===== config.mk =====
export PLATFORM = sky130hd
export DESIGN_NAME = ssd_scroll_ctrl_flat
export DESIGN_NICKNAME = d
export VERILOG_FILES = /design/src/rtl/ssd_scroll_if.sv /design/src/rtl/ssd_scroll_ctrl.sv /design/src/flat_wrapper.sv
export SDC_FILE = /design/constraint.sdc
export NUM_CORES = 1
export LEC_CHECK = 0
export ABC_CLOCK_PERIOD_IN_PS = 13400
export CAP_MARGIN = 5
export CELL_PAD_IN_SITES_DETAIL_PLACEMENT = 1
export CELL_PAD_IN_SITES_GLOBAL_PLACEMENT = 1
export CORE_ASPECT_RATIO = 1.2
export CORE_MARGIN = 2
export CORE_UTILIZATION = 48
export CTS_CLUSTER_SIZE = 28
export DETAILED_ROUTE_END_ITERATION = 8
export GPL_TIMING_DRIVEN = 1
export PLACE_DENSITY = 0.93
export SLEW_MARGIN = 20
export SYNTH_ARGS = -nofsm -noshare
export SYNTH_HDL_FRONTEND = slang
export SYNTH_SLANG_ARGS = --single-unit

===== constraint.sdc =====
create_clock -name clk -period 13.4 [get_ports clk]
set_clock_uncertainty 0.1 [all_clocks]
set_input_delay 3.35 -clock clk [delete_from_list [all_inputs] [get_ports clk]]
set_output_delay 3.35 -clock clk [all_outputs]
set_load 0.01 [all_outputs]

===== src/rtl/ssd_scroll_if.sv =====
// ---------------------------------------------------------------------------
// ssd_scroll_if
// Groups the control/data signals between the scroll sequencer and whoever
// drives it (frequency divider, message loader, user control).
//
// Signals:
//   tick      scroll-rate strobe, one clk wide
//   wr_en     message write strobe
//   wr_addr   message write index
//   wr_data   message symbol (4 bits)
//   msg_len   valid symbol count, legal 1..MSG_DEPTH (ADDR_W+1 bits)
//   loop      1 = wrap to symbol 0 at end of message
//   start     start / resume / restart request (level)
//   stop      pause / abort request (level)
//   digit3..0 window symbols; digit3 = leftmost
//   busy      sequencer is running or paused
//   wrap      one-clk pulse when the pointer wraps to 0
//   done      high while the message has finished (non-looping)
//
// Handshake: there is no valid/ready pair here. Every input is a level that
// is sampled on each rising clk edge; tick and wr_en are one-cycle strobes.
// Outputs are registered (busy/done decode the registered state).
//
// Modports:
//   master  drives the controls, observes the display outputs
//   slave   the sequencer itself
// ---------------------------------------------------------------------------
interface ssd_scroll_if #(
  parameter int ADDR_W = 4
);
  logic              tick;
  logic              wr_en;
  logic [ADDR_W-1:0] wr_addr;
  logic [3:0]        wr_data;
  logic [ADDR_W:0]   msg_len;
  logic              loop;
  logic              start;
  logic              stop;
  logic [3:0]        digit3;
  logic [3:0]        digit2;
  logic [3:0]        digit1;
  logic [3:0]        digit0;
  logic              busy;
  logic              wrap;
  logic              done;

  modport master (
    output tick, wr_en, wr_addr, wr_data, msg_len, loop, start, stop,
    input  digit3, digit2, digit1, digit0, busy, wrap, done
  );

  modport slave (
    input  tick, wr_en, wr_addr, wr_data, msg_len, loop, start, stop,
    output digit3, digit2, digit1, digit0, busy, wrap, done
  );
endinterface


===== src/rtl/ssd_scroll_ctrl.sv =====
// ---------------------------------------------------------------------------
// ssd_scroll_ctrl
// Digit source for the 4-digit seven-segment path. Stores a message of up to
// MSG_DEPTH 4-bit symbols and presents a 4-symbol window that advances one
// position per scroll tick, with start/pause/stop control and optional
// looping.
//
// Ports:
//   clk          system clock
//   rst_n        synchronous active-low reset
//   bus          ssd_scroll_if.slave (controls in, digits/status out)
//   o_dbg_state  current FSM state (0 IDLE, 1 RUN, 2 PAUSE, 3 DONE)
//
// Optional feature macro: SSD_SCROLL_BLINK_EN
//   When defined, each tick in PAUSE toggles the digits between the window
//   and all-blank. When undefined, PAUSE holds the window steady.
// ---------------------------------------------------------------------------
module ssd_scroll_ctrl #(
  parameter int         MSG_DEPTH  = 16,
  parameter int         ADDR_W     = 4,
  parameter logic [3:0] BLANK_CODE = 4'hF
) (
  input  logic               clk,
  input  logic               rst_n,
  ssd_scroll_if.slave        bus,
  output logic [1:0]         o_dbg_state
);

  typedef enum logic [1:0] {
    S_IDLE  = 2'd0,
    S_RUN   = 2'd1,
    S_PAUSE = 2'd2,
    S_DONE  = 2'd3
  } state_t;

  localparam logic [ADDR_W:0] PTR_ONE   = (ADDR_W+1)'(1);
  localparam logic [ADDR_W:0] DEPTH_VAL = (ADDR_W+1)'(MSG_DEPTH);

  state_t            r_state;
  state_t            w_state_nxt;
  logic [3:0]        r_mem [MSG_DEPTH];
  logic [ADDR_W:0]   r_ptr;
  logic [ADDR_W:0]   r_len;
  logic              r_loop;
  logic [15:0]       r_digits;
  logic              r_wrap;

  logic [ADDR_W:0]   w_ptr_nxt;
  logic [ADDR_W:0]   w_len_nxt;
  logic              w_loop_nxt;
  logic              w_load;
  logic              w_blank;
  logic              w_wrap_nxt;
  logic              w_start_ok;
  logic              w_at_end;
  logic [ADDR_W:0]   w_idx [4];
  logic [3:0]        w_sym [4];
  logic [15:0]       w_win;

`ifdef SSD_SCROLL_BLINK_EN
  logic              r_blink_off;
  logic              w_blink_off_nxt;
`endif

  // A start is only honoured when the requested length is usable.
  assign w_start_ok = bus.start && (bus.msg_len != '0) && (bus.msg_len <= DEPTH_VAL);
  assign w_at_end   = ((r_ptr + PTR_ONE) == r_len);

  // -------------------------------------------------------------------------
  // Next-state / control
  // -------------------------------------------------------------------------
  always_comb begin
    w_state_nxt = r_state;
    w_ptr_nxt   = r_ptr;
    w_len_nxt   = r_len;
    w_loop_nxt  = r_loop;
    w_load      = 1'b0;
    w_blank     = 1'b0;
    w_wrap_nxt  = 1'b0;
`ifdef SSD_SCROLL_BLINK_EN
    w_blink_off_nxt = 1'b0;
`endif
    unique case (r_state)
      S_IDLE: begin
        if (!bus.stop && w_start_ok) begin
          w_len_nxt   = bus.msg_len;
          w_loop_nxt  = bus.loop;
          w_ptr_nxt   = '0;
          w_load      = 1'b1;
          w_state_nxt = S_RUN;
        end
      end
      S_RUN: begin
        if (bus.stop) begin
          w_state_nxt = S_PAUSE;
        end else if (bus.tick) begin
          if (!w_at_end) begin
            w_ptr_nxt = r_ptr + PTR_ONE;
            w_load    = 1'b1;
          end else if (r_loop) begin
            w_ptr_nxt  = '0;
            w_load     = 1'b1;
            w_wrap_nxt = 1'b1;
          end else begin
            w_state_nxt = S_DONE;
          end
        end
      end
      S_PAUSE: begin
        if (bus.stop) begin
          w_blank     = 1'b1;
          w_state_nxt = S_IDLE;
        end else if (bus.start) begin
          // Reload so symbols written while paused become visible.
          w_load      = 1'b1;
          w_state_nxt = S_RUN;
        end
`ifdef SSD_SCROLL_BLINK_EN
        else if (bus.tick) begin
          w_blink_off_nxt = ~r_blink_off;
          if (r_blink_off) begin
            w_load = 1'b1;
          end else begin
            w_blank = 1'b1;
          end
        end else begin
          w_blink_off_nxt = r_blink_off;
        end
`endif
      end
      S_DONE: begin
        if (bus.stop) begin
          w_blank     = 1'b1;
          w_state_nxt = S_IDLE;
        end else if (w_start_ok) begin
          w_len_nxt   = bus.msg_len;
          w_loop_nxt  = bus.loop;
          w_ptr_nxt   = '0;
          w_load      = 1'b1;
          w_state_nxt = S_RUN;
        end
      end
      default: begin
        w_state_nxt = S_IDLE;
        w_blank     = 1'b1;
      end
    endcase
  end

  // -------------------------------------------------------------------------
  // Window symbol indices from the next pointer/length. p < L always holds,
  // so p+3 can exceed L by up to three multiples when L is 1; three rounds of
  // compare-and-subtract cover every case.
  // -------------------------------------------------------------------------
  always_comb begin
    for (int k = 0; k < 4; k++) begin
      w_idx[k] = w_ptr_nxt + (ADDR_W+1)'(k);
      for (int j = 0; j < 3; j++) begin
        if (w_idx[k] >= w_len_nxt) begin
          w_idx[k] = w_idx[k] - w_len_nxt;
        end
      end
    end
  end

  // Full-width compare per storage slot keeps the index width honest.
  always_comb begin
    for (int k = 0; k < 4; k++) begin
      w_sym[k] = BLANK_CODE;
      for (int m = 0; m < MSG_DEPTH; m++) begin
        if (w_idx[k] == (ADDR_W+1)'(m)) begin
          w_sym[k] = r_mem[m];
        end
      end
    end
  end

  assign w_win = {w_sym[0], w_sym[1], w_sym[2], w_sym[3]};

  // -------------------------------------------------------------------------
  // State and datapath registers
  // -------------------------------------------------------------------------
  always_ff @(posedge clk) begin
    if (!rst_n) begin
      r_state  <= S_IDLE;
      r_ptr    <= '0;
      r_len    <= PTR_ONE;
      r_loop   <= 1'b0;
      r_digits <= {4{BLANK_CODE}};
      r_wrap   <= 1'b0;
    end else begin
      r_state <= w_state_nxt;
      r_ptr   <= w_ptr_nxt;
      r_len   <= w_len_nxt;
      r_loop  <= w_loop_nxt;
      r_wrap  <= w_wrap_nxt;
      if (w_blank) begin
        r_digits <= {4{BLANK_CODE}};
      end else if (w_load) begin
        r_digits <= w_win;
      end
    end
  end

`ifdef SSD_SCROLL_BLINK_EN
  always_ff @(posedge clk) begin
    if (!rst_n) begin
      r_blink_off <= 1'b0;
    end else begin
      r_blink_off <= w_blink_off_nxt;
    end
  end
`endif

  // Message storage: writes are dropped while scrolling so the visible
  // message cannot tear mid-run.
  always_ff @(posedge clk) begin
    if (!rst_n) begin
      for (int m = 0; m < MSG_DEPTH; m++) begin
        r_mem[m] <= BLANK_CODE;
      end
    end else if (bus.wr_en && (r_state != S_RUN)) begin
      r_mem[bus.wr_addr] <= bus.wr_data;
    end
  end

  // -------------------------------------------------------------------------
  // Outputs
  // -------------------------------------------------------------------------
  assign bus.digit3  = r_digits[15:12];
  assign bus.digit2  = r_digits[11:8];
  assign bus.digit1  = r_digits[7:4];
  assign bus.digit0  = r_digits[3:0];
  assign bus.busy    = (r_state == S_RUN) || (r_state == S_PAUSE);
  assign bus.done    = (r_state == S_DONE);
  assign bus.wrap    = r_wrap;
  assign o_dbg_state = r_state;

endmodule


===== src/flat_wrapper.sv =====
// flat-port wrapper written by rule: the top's interface ports become plain ports
module ssd_scroll_ctrl_flat 
#(
  parameter int         MSG_DEPTH  = 16,
  parameter int         ADDR_W     = 4,
  parameter logic [3:0] BLANK_CODE = 4'hF
)
  (clk, rst_n, o_dbg_state, bus_tick, bus_wr_en, bus_wr_addr, bus_wr_data, bus_msg_len, bus_loop, bus_start, bus_stop, bus_digit3, bus_digit2, bus_digit1, bus_digit0, bus_busy, bus_wrap, bus_done);
  ssd_scroll_if #(.ADDR_W(ADDR_W)) bus_i ();
  input  logic clk;
  input  logic rst_n;
  output logic [1:0] o_dbg_state;
  input wire logic [$bits(bus_i.tick)-1:0] bus_tick;
  input wire logic [$bits(bus_i.wr_en)-1:0] bus_wr_en;
  input wire logic [$bits(bus_i.wr_addr)-1:0] bus_wr_addr;
  input wire logic [$bits(bus_i.wr_data)-1:0] bus_wr_data;
  input wire logic [$bits(bus_i.msg_len)-1:0] bus_msg_len;
  input wire logic [$bits(bus_i.loop)-1:0] bus_loop;
  input wire logic [$bits(bus_i.start)-1:0] bus_start;
  input wire logic [$bits(bus_i.stop)-1:0] bus_stop;
  output wire logic [$bits(bus_i.digit3)-1:0] bus_digit3;
  output wire logic [$bits(bus_i.digit2)-1:0] bus_digit2;
  output wire logic [$bits(bus_i.digit1)-1:0] bus_digit1;
  output wire logic [$bits(bus_i.digit0)-1:0] bus_digit0;
  output wire logic [$bits(bus_i.busy)-1:0] bus_busy;
  output wire logic [$bits(bus_i.wrap)-1:0] bus_wrap;
  output wire logic [$bits(bus_i.done)-1:0] bus_done;
  assign bus_i.tick = bus_tick;
  assign bus_i.wr_en = bus_wr_en;
  assign bus_i.wr_addr = bus_wr_addr;
  assign bus_i.wr_data = bus_wr_data;
  assign bus_i.msg_len = bus_msg_len;
  assign bus_i.loop = bus_loop;
  assign bus_i.start = bus_start;
  assign bus_i.stop = bus_stop;
  assign bus_digit3 = bus_i.digit3;
  assign bus_digit2 = bus_i.digit2;
  assign bus_digit1 = bus_i.digit1;
  assign bus_digit0 = bus_i.digit0;
  assign bus_busy = bus_i.busy;
  assign bus_wrap = bus_i.wrap;
  assign bus_done = bus_i.done;
  ssd_scroll_ctrl #(.MSG_DEPTH(MSG_DEPTH), .ADDR_W(ADDR_W), .BLANK_CODE(BLANK_CODE)) u_core (.clk(clk), .rst_n(rst_n), .bus(bus_i), .o_dbg_state(o_dbg_state));
endmodule

After elaboration in Yosys (flattened, before gate mapping)
Memories as Yosys holds them, arrays and structs flattened. Index checks and enable logic that the tools add are counted. W data, S select, Z words.

Logic and storage cells: 253. Bits in writable memories: 64. Flip-flop bits (word level): 30. Memories: 1. Memory bits (read-only): 0. Latch bits: 0. Output and inout port bits: 21. Input port bits: 20.

Equal/unequal tests: 73. Shift operators: 0. $lt $le $gt $ge: 13. Muxes and demuxes: 121. Bitwise operators: 4. Reductions and logical operators: 19. Add/sub/neg operators: 16. Multipliers: 0. Div/mod/pow operators: 0.

Memories: u_core.r_mem (words 16, bits a word 4, read ports 16, clocked after Yosys merged registers in 0, write ports 16, line ssd_scroll_ctrl.sv:41) `logic [3:0] r_mem [MSG_DEPTH];`.

Operators with widths (number): $mux W4 (66); $eq A5 B4 Y1 const B (32); $mux W5 (22); $eq A5 B3 Y1 const B (16); $ge A5 B5 Y1 (12); $sub A5 B5 Y5 (12); $eq A5 B2 Y1 const B (8); $eq A5 B1 Y1 const B (4); $logic_not A5 Y1 (4); $mux W1 (19); $mux W2 (9); $pmux W5 S3 (1); $add A5 B1 Y5 const B (2); $add A5 B2 Y5 const B (2); $pmux W5 S2 (1); $ne A3 B3 Y1 const B (3); $pmux W2 S4 (1); $ne A2 B1 Y1 const B (3); $ne A3 B2 Y1 const B (2); $reduce_and A6 Y1 (1); $eq A5 B5 Y1 (1); $le A5 B5 Y1 const B (1); $reduce_bool A5 Y1 (1); $reduce_or A5 Y1 (1); other kinds (14) (22).

Depth between registers and ports, before layout
Depth after elaboration: 30. Gate-level depth with buffers: 40. Depth with buffers taken out: 35.

Least setup slack after synthesis
Ideal clock, no wire load.

Path kind: in2reg. From: input bus_stop. To: register u_core.r_digits[8]. Setup time: 60 ps. Slack: 2160 ps. Data required time: 13240 ps. Path buffers: 3. Arrival: 11080 ps. Cell stages on the path: 33. Cells stage by stage: clkbuf_1 > nand2b_1 > clkbuf_1 > nor3_1 > o31a_1 > a2111o_1 > buf_2 > ha_1 > xnor2_1 > inv_2 > ha_1 > a21o_1 > a31oi_1 > o21ai_1 > nand2b_1 > a21boi_0 > ha_1 > nor2b_1 > o21ai_0 > a221oi_1 > nand2_1 > o21ai_1 > inv_2 > ha_1 > a21o_1 > a31oi_1 > o21ai_1 > o31ai_1 > nor3_1 > o21ai_4 > or3_1 > a2111oi_2 > a221o_1.

Cells in the longest elaborated chain, start to end: 28. Elaborated cells on any way between the ends: 59. Classes of those cells: add/sub (4); order compare (3); eq/ne (15); mux (33); reduce/logical (4).

Ends and longest elaborated chain: start, declared (line flat_wrapper.sv:20) `input wire logic [$bits(bus_i.stop)-1:0] bus_stop;`; $logic_not A1 Y1 (line ssd_scroll_ctrl.sv:85) `if (!bus.stop && w_start_ok) begin`; $logic_and A1 B1 Y1 (line ssd_scroll_ctrl.sv:85); $mux W5 (line ssd_scroll_ctrl.sv:85); $pmux W5 S3 * (line ssd_scroll_ctrl.sv:83) `unique case (r_state)`; net u_core.w_ptr_nxt[0] (line ssd_scroll_ctrl.sv:48) `logic [ADDR_W:0] w_ptr_nxt;`; $add A5 B1 Y5 * (line ssd_scroll_ctrl.sv:157) `w_idx[k] = w_ptr_nxt + (ADDR_W+1)'(k);`; $sub A5 B5 Y5 or $ge A5 B5 Y1 (tied branches) (line ssd_scroll_ctrl.sv:160, ssd_scroll_ctrl.sv:159); $mux W5 * (line ssd_scroll_ctrl.sv:159) `if (w_idx[k] >= w_len_nxt) begin`; $sub A5 B5 Y5 or $ge A5 B5 Y1 (tied branches) (line ssd_scroll_ctrl.sv:160, ssd_scroll_ctrl.sv:159); $mux W5 * (line ssd_scroll_ctrl.sv:159); $sub A5 B5 Y5 or $ge A5 B5 Y1 (tied branches) (line ssd_scroll_ctrl.sv:160, ssd_scroll_ctrl.sv:159); $mux W5 * (line ssd_scroll_ctrl.sv:159); $logic_not A5 Y1 (line ssd_scroll_ctrl.sv:171) `if (w_idx[k] == (ADDR_W+1)'(m)) begin`; $mux W4 (15 in series) (line ssd_scroll_ctrl.sv:171); $mux W4 * (line ssd_scroll_ctrl.sv:171); end signal, assigned (line ssd_scroll_ctrl.sv:189) `r_digits <= {4{BLANK_CODE}};`; end signal, assigned (line ssd_scroll_ctrl.sv:198) `r_digits <= {4{BLANK_CODE}};`; end signal, assigned (line ssd_scroll_ctrl.sv:200) `r_digits <= w_win;`; end, declared (line ssd_scroll_ctrl.sv:45) `logic [15:0] r_digits;`.

The timed path passes the listed nets; every way through them passes the cells marked *. A chain may end at the register's enable or synchronous reset.

Final worst setup path
From: input bus_stop. To: register u_core.r_digits[2].

Cells in the longest elaborated chain, start to end: 28. Elaborated cells on any way between the ends: 59. Classes of those cells: add/sub (4); order compare (3); eq/ne (15); mux (33); reduce/logical (4).

Ends and longest elaborated chain (line): $logic_not A1 Y1 (ssd_scroll_ctrl.sv:85); $logic_and A1 B1 Y1 (ssd_scroll_ctrl.sv:85); $mux W5 (ssd_scroll_ctrl.sv:85); $pmux W5 S3 (ssd_scroll_ctrl.sv:83); $add A5 B2 Y5 (ssd_scroll_ctrl.sv:157); $sub A5 B5 Y5 or $ge A5 B5 Y1 (tied branches) (ssd_scroll_ctrl.sv:160, ssd_scroll_ctrl.sv:159); $mux W5 (ssd_scroll_ctrl.sv:159); $sub A5 B5 Y5 or $ge A5 B5 Y1 (tied branches) (ssd_scroll_ctrl.sv:160, ssd_scroll_ctrl.sv:159); $mux W5 (ssd_scroll_ctrl.sv:159); $sub A5 B5 Y5 or $ge A5 B5 Y1 (tied branches) (ssd_scroll_ctrl.sv:160, ssd_scroll_ctrl.sv:159); $mux W5 (ssd_scroll_ctrl.sv:159); $logic_not A5 Y1 (ssd_scroll_ctrl.sv:171); $mux W4 (16 in series) (ssd_scroll_ctrl.sv:171).

Several ways; a longest one is shown, not always the timed one.

==> impl_metrics.tcl <==
set metrics [dict create \
    outcome "completed" \
    vias 12407 \
    io-pin-count 41 \
    synth-edff-count 64 \
    htree_levels 3 \
    layout.cells.most_common_list "sky130_fd_sc_hd__nand2_1 (152), sky130_fd_sc_hd__nor2_1 (92), sky130_fd_sc_hd__o21ai_0 (78), sky130_fd_sc_hd__a21oi_1 (68), sky130_fd_sc_hd__ha_1 (67)" \
    cts.sinks 94 \
    clock-root-buffer "sky130_fd_sc_hd__clkbuf_16" \
    crit_path_max_incr_delay_ps 560 \
    final_layout_size_suffix_gt1_frac 0.0929 \
    worst_setup_path_startpoint "bus_stop" \
    avgViaCountPerCell 7.06 \
    die_x_um 143 \
    timing.hold.worst.start "u_core.r_digits[8]" \
    final_period_minus_worst_setup_slack_ps 12860 \
    antenna_cells 0 \
    maxSlewHeadroom 0.278 \
    grt_pass1_wl_um 74800 \
    mostFrequentLayoutCell "sky130_fd_sc_hd__nand2_1" \
    final_min_period_over_clock_period 0.960 \
    drt_pass1_iterations 6 \
    path_max_fanout 14 \
    multi_input_comb_area_mm2 0.00816 \
    drt-wirelength-per-cell_um 27.6 \
    layout.area.seq_mm2 0.00252 \
    postSynth.topFlopCell "sky130_fd_sc_hd__edfxtp_1" \
    dp_hpwl_um 37000 \
    clkLatencyLatePin_ps 370 \
    global_route.overflow_total 0 \
    first_global_vias 12681 \
    hold_path_class "flop to flop" \
    number_of_flip_flops_and_latches_in_the_synthesized_netlist 94 \
    tritoncts_buffers 9 \
    timing_max_transition_violations_final 0 \
    crit_slowest_cell "sky130_fd_sc_hd__clkdlybuf4s50_1" \
    critical_path_required_time_ps 13530 \
    row_count 61 \
    cts_tree "done" \
    final_sum_of_negative_setup_slack_ps 0 \
    yosys_warnings 0 \
    fmaxAchievable_mhz 77.8 \
    dieArea_mm2 0.0245 \
    end_kind "flop" \
    finalWeightedCongestion 1.07 \
    die_height_um 171 \
    track_usage 0.401 \
    worstSetupStartpointType "primary input" \
    layout.cells.non_filler 1757 \
    fillerInstances 2820 \
    placed_cells 1741 \
    max_slew.worst_pin.slew_ps 1080 \
    hold_slack_ps 424 \
    sequential_element_share_of_the_synthesized_area 0.226 \
    max-clock-path-buffers 2 \
    fin_nets 1536 \
    synth.top_cells.by_area "sky130_fd_sc_hd__edfxtp_1 (17%), sky130_fd_sc_hd__ha_1 (7.5%), sky130_fd_sc_hd__dfxtp_1 (5.4%)" \
    post-cts-setup-buffer-count 0 \
    io_buffer_count 40 \
    drt_iter0_drc 1285 \
    drtAntennaViolNets 0 \
    crit_type "primary input to flop" \
    setup_viol_count_final 0 \
    fin_hold_viols 0 \
    detail_route.drc_violations 0 \
    finalWirelength_um 48600 \
    synth_cells 1415 \
    clock_slew_at_the_register_clock_pins_of_the_worst_setup_and_hold_paths_ps 80 \
    post_synth_instance_area_mm2 0.0112 \
    synth_async_sr_flop_share 0 \
    crit_arrival_ps 12990 \
    netlist-cell-type-count 94 \
    unrepaired_setup_endpoints_after_global_routing "no" \
    syn-mean-instance-area_um2 7.88 \
    synth_top_area_share 0.172 \
    fp.coreArea_mm2 0.0230 \
    mappedNetlistNets 1514 \
    initial_cell_density_of_the_core 0.486 \
    worst_r2r_startpoint "u_core.o_dbg_state[1]" \
    syn_to_final_growth_pct 9.79 \
    antenna_violations_before_repair 0 \
    critical_path.most_common_cell "sky130_fd_sc_hd__a21o_1" \
    yosysTopAreaCell "sky130_fd_sc_hd__edfxtp_1" \
    drv_cap 0 \
    maximum_number_of_pins_on_one_net_before_global_route_repair 25 \
]
[area by class of cell]
| class | instances | area share |
|---|---|---|
| Clock inverter | 7 | 0.00572 |
| Timing Repair Buffer | 70 | 0.0511 |
| Tap cell | 315 | 0.0322 |
| Clock buffer | 9 | 0.0184 |
| Multi-Input combinational cell | 1196 | 0.666 |
| Sequential cell | 94 | 0.206 |
| Inverter | 66 | 0.0204 |
[logic make-up after synthesis]
logic type	Yosys count	synth area share
AOI/OAI and AO/OA	502	0.326
xor gates and xnor gates	45	0.0360
adders and majority gates	79	0.0967
buffers and inverters	125	0.0445
DFF	94	0.226
muxes	28	0.0275
and+or+nand+nor	542	0.243
[sequential cells by signal, indices dropped and copies added, names as in the netlist]
register and count:
u_core.r_mem 64, u_core.r_ptr 5, u_core.r_loop 1, u_core.o_dbg_state 2
u_core.r_len 5, u_core.r_digits 16, u_core.bus.wrap 1
[repair_timing]
| item | 4_1_cts | 5_1_grt |
|---|---|---|
| gates resized for setup | 0 | 6 |
| setup endpoints to repair | 0 | 8 |
| hold buffers | 0 | 0 |
[cells in the mapped netlist (all sizes together), types with 18 or more instances]
cell type	count
a31oi	20
a21o	38
ha	67
or3	30
a22oi	19
o21a	25
o211ai	19
nor2	93
a21oi	70
dfxtp	30
o22ai	18
edfxtp	64
nand3	52
nand2b	41
o21ai	95
clkbuf	50
or2	42
inv	66
nor3	47
nand2	152
xnor2	31
a211oi	20
[per-stage QoR]
| step | cell area, um^2 | utilization | setup WS (ps) |
|---|---|---|---|
| 6_report | 12200 | 0.533 | 539 |
| 5_1_grt | 12200 | 0.533 | 22.5 |
| 4_1_cts | 12200 | 0.532 | 324 |
| 3_5_place_dp | 11900 | 0.520 | 70.9 |
| 3_3_place_gp | 11900 | 0.520 | 197 |
| 2_1_floorplan | 11200 | - | 2160 |
[worst max-delay path, delay by kind of cell]
family | cells | cell delay [ps]
compound gates | 16 | 4290
xor+xnor | 1 | 260
fa+ha+maj | 4 | 1260
buf+inv | 4 | 1190
mux | 1 | 460
simple gates | 7 | 2160
[final timing paths]
check / to / slack [ps] / cells after the start
setup / recovery: u_core.r_digits[2] / 540 / 33
hold / removal: u_core.r_digits[8] / 420 / 1
setup reg to reg: u_core.r_digits[2] / 2730 / 34
hold reg to reg: u_core.r_digits[8] / 420 / 1
[metal layers]
metal  share of wire  wire [um]  GRT usage
met1            0.38      18400      0.474
met2            0.45      21900      0.646
met3           0.067       3260     0.0661
met4            0.10       4960      0.311
met5               0          0          0
Power is left out: the tool's default activity adds up to more than one toggle a clock period on the data nets, which glitch-free logic cannot reach.
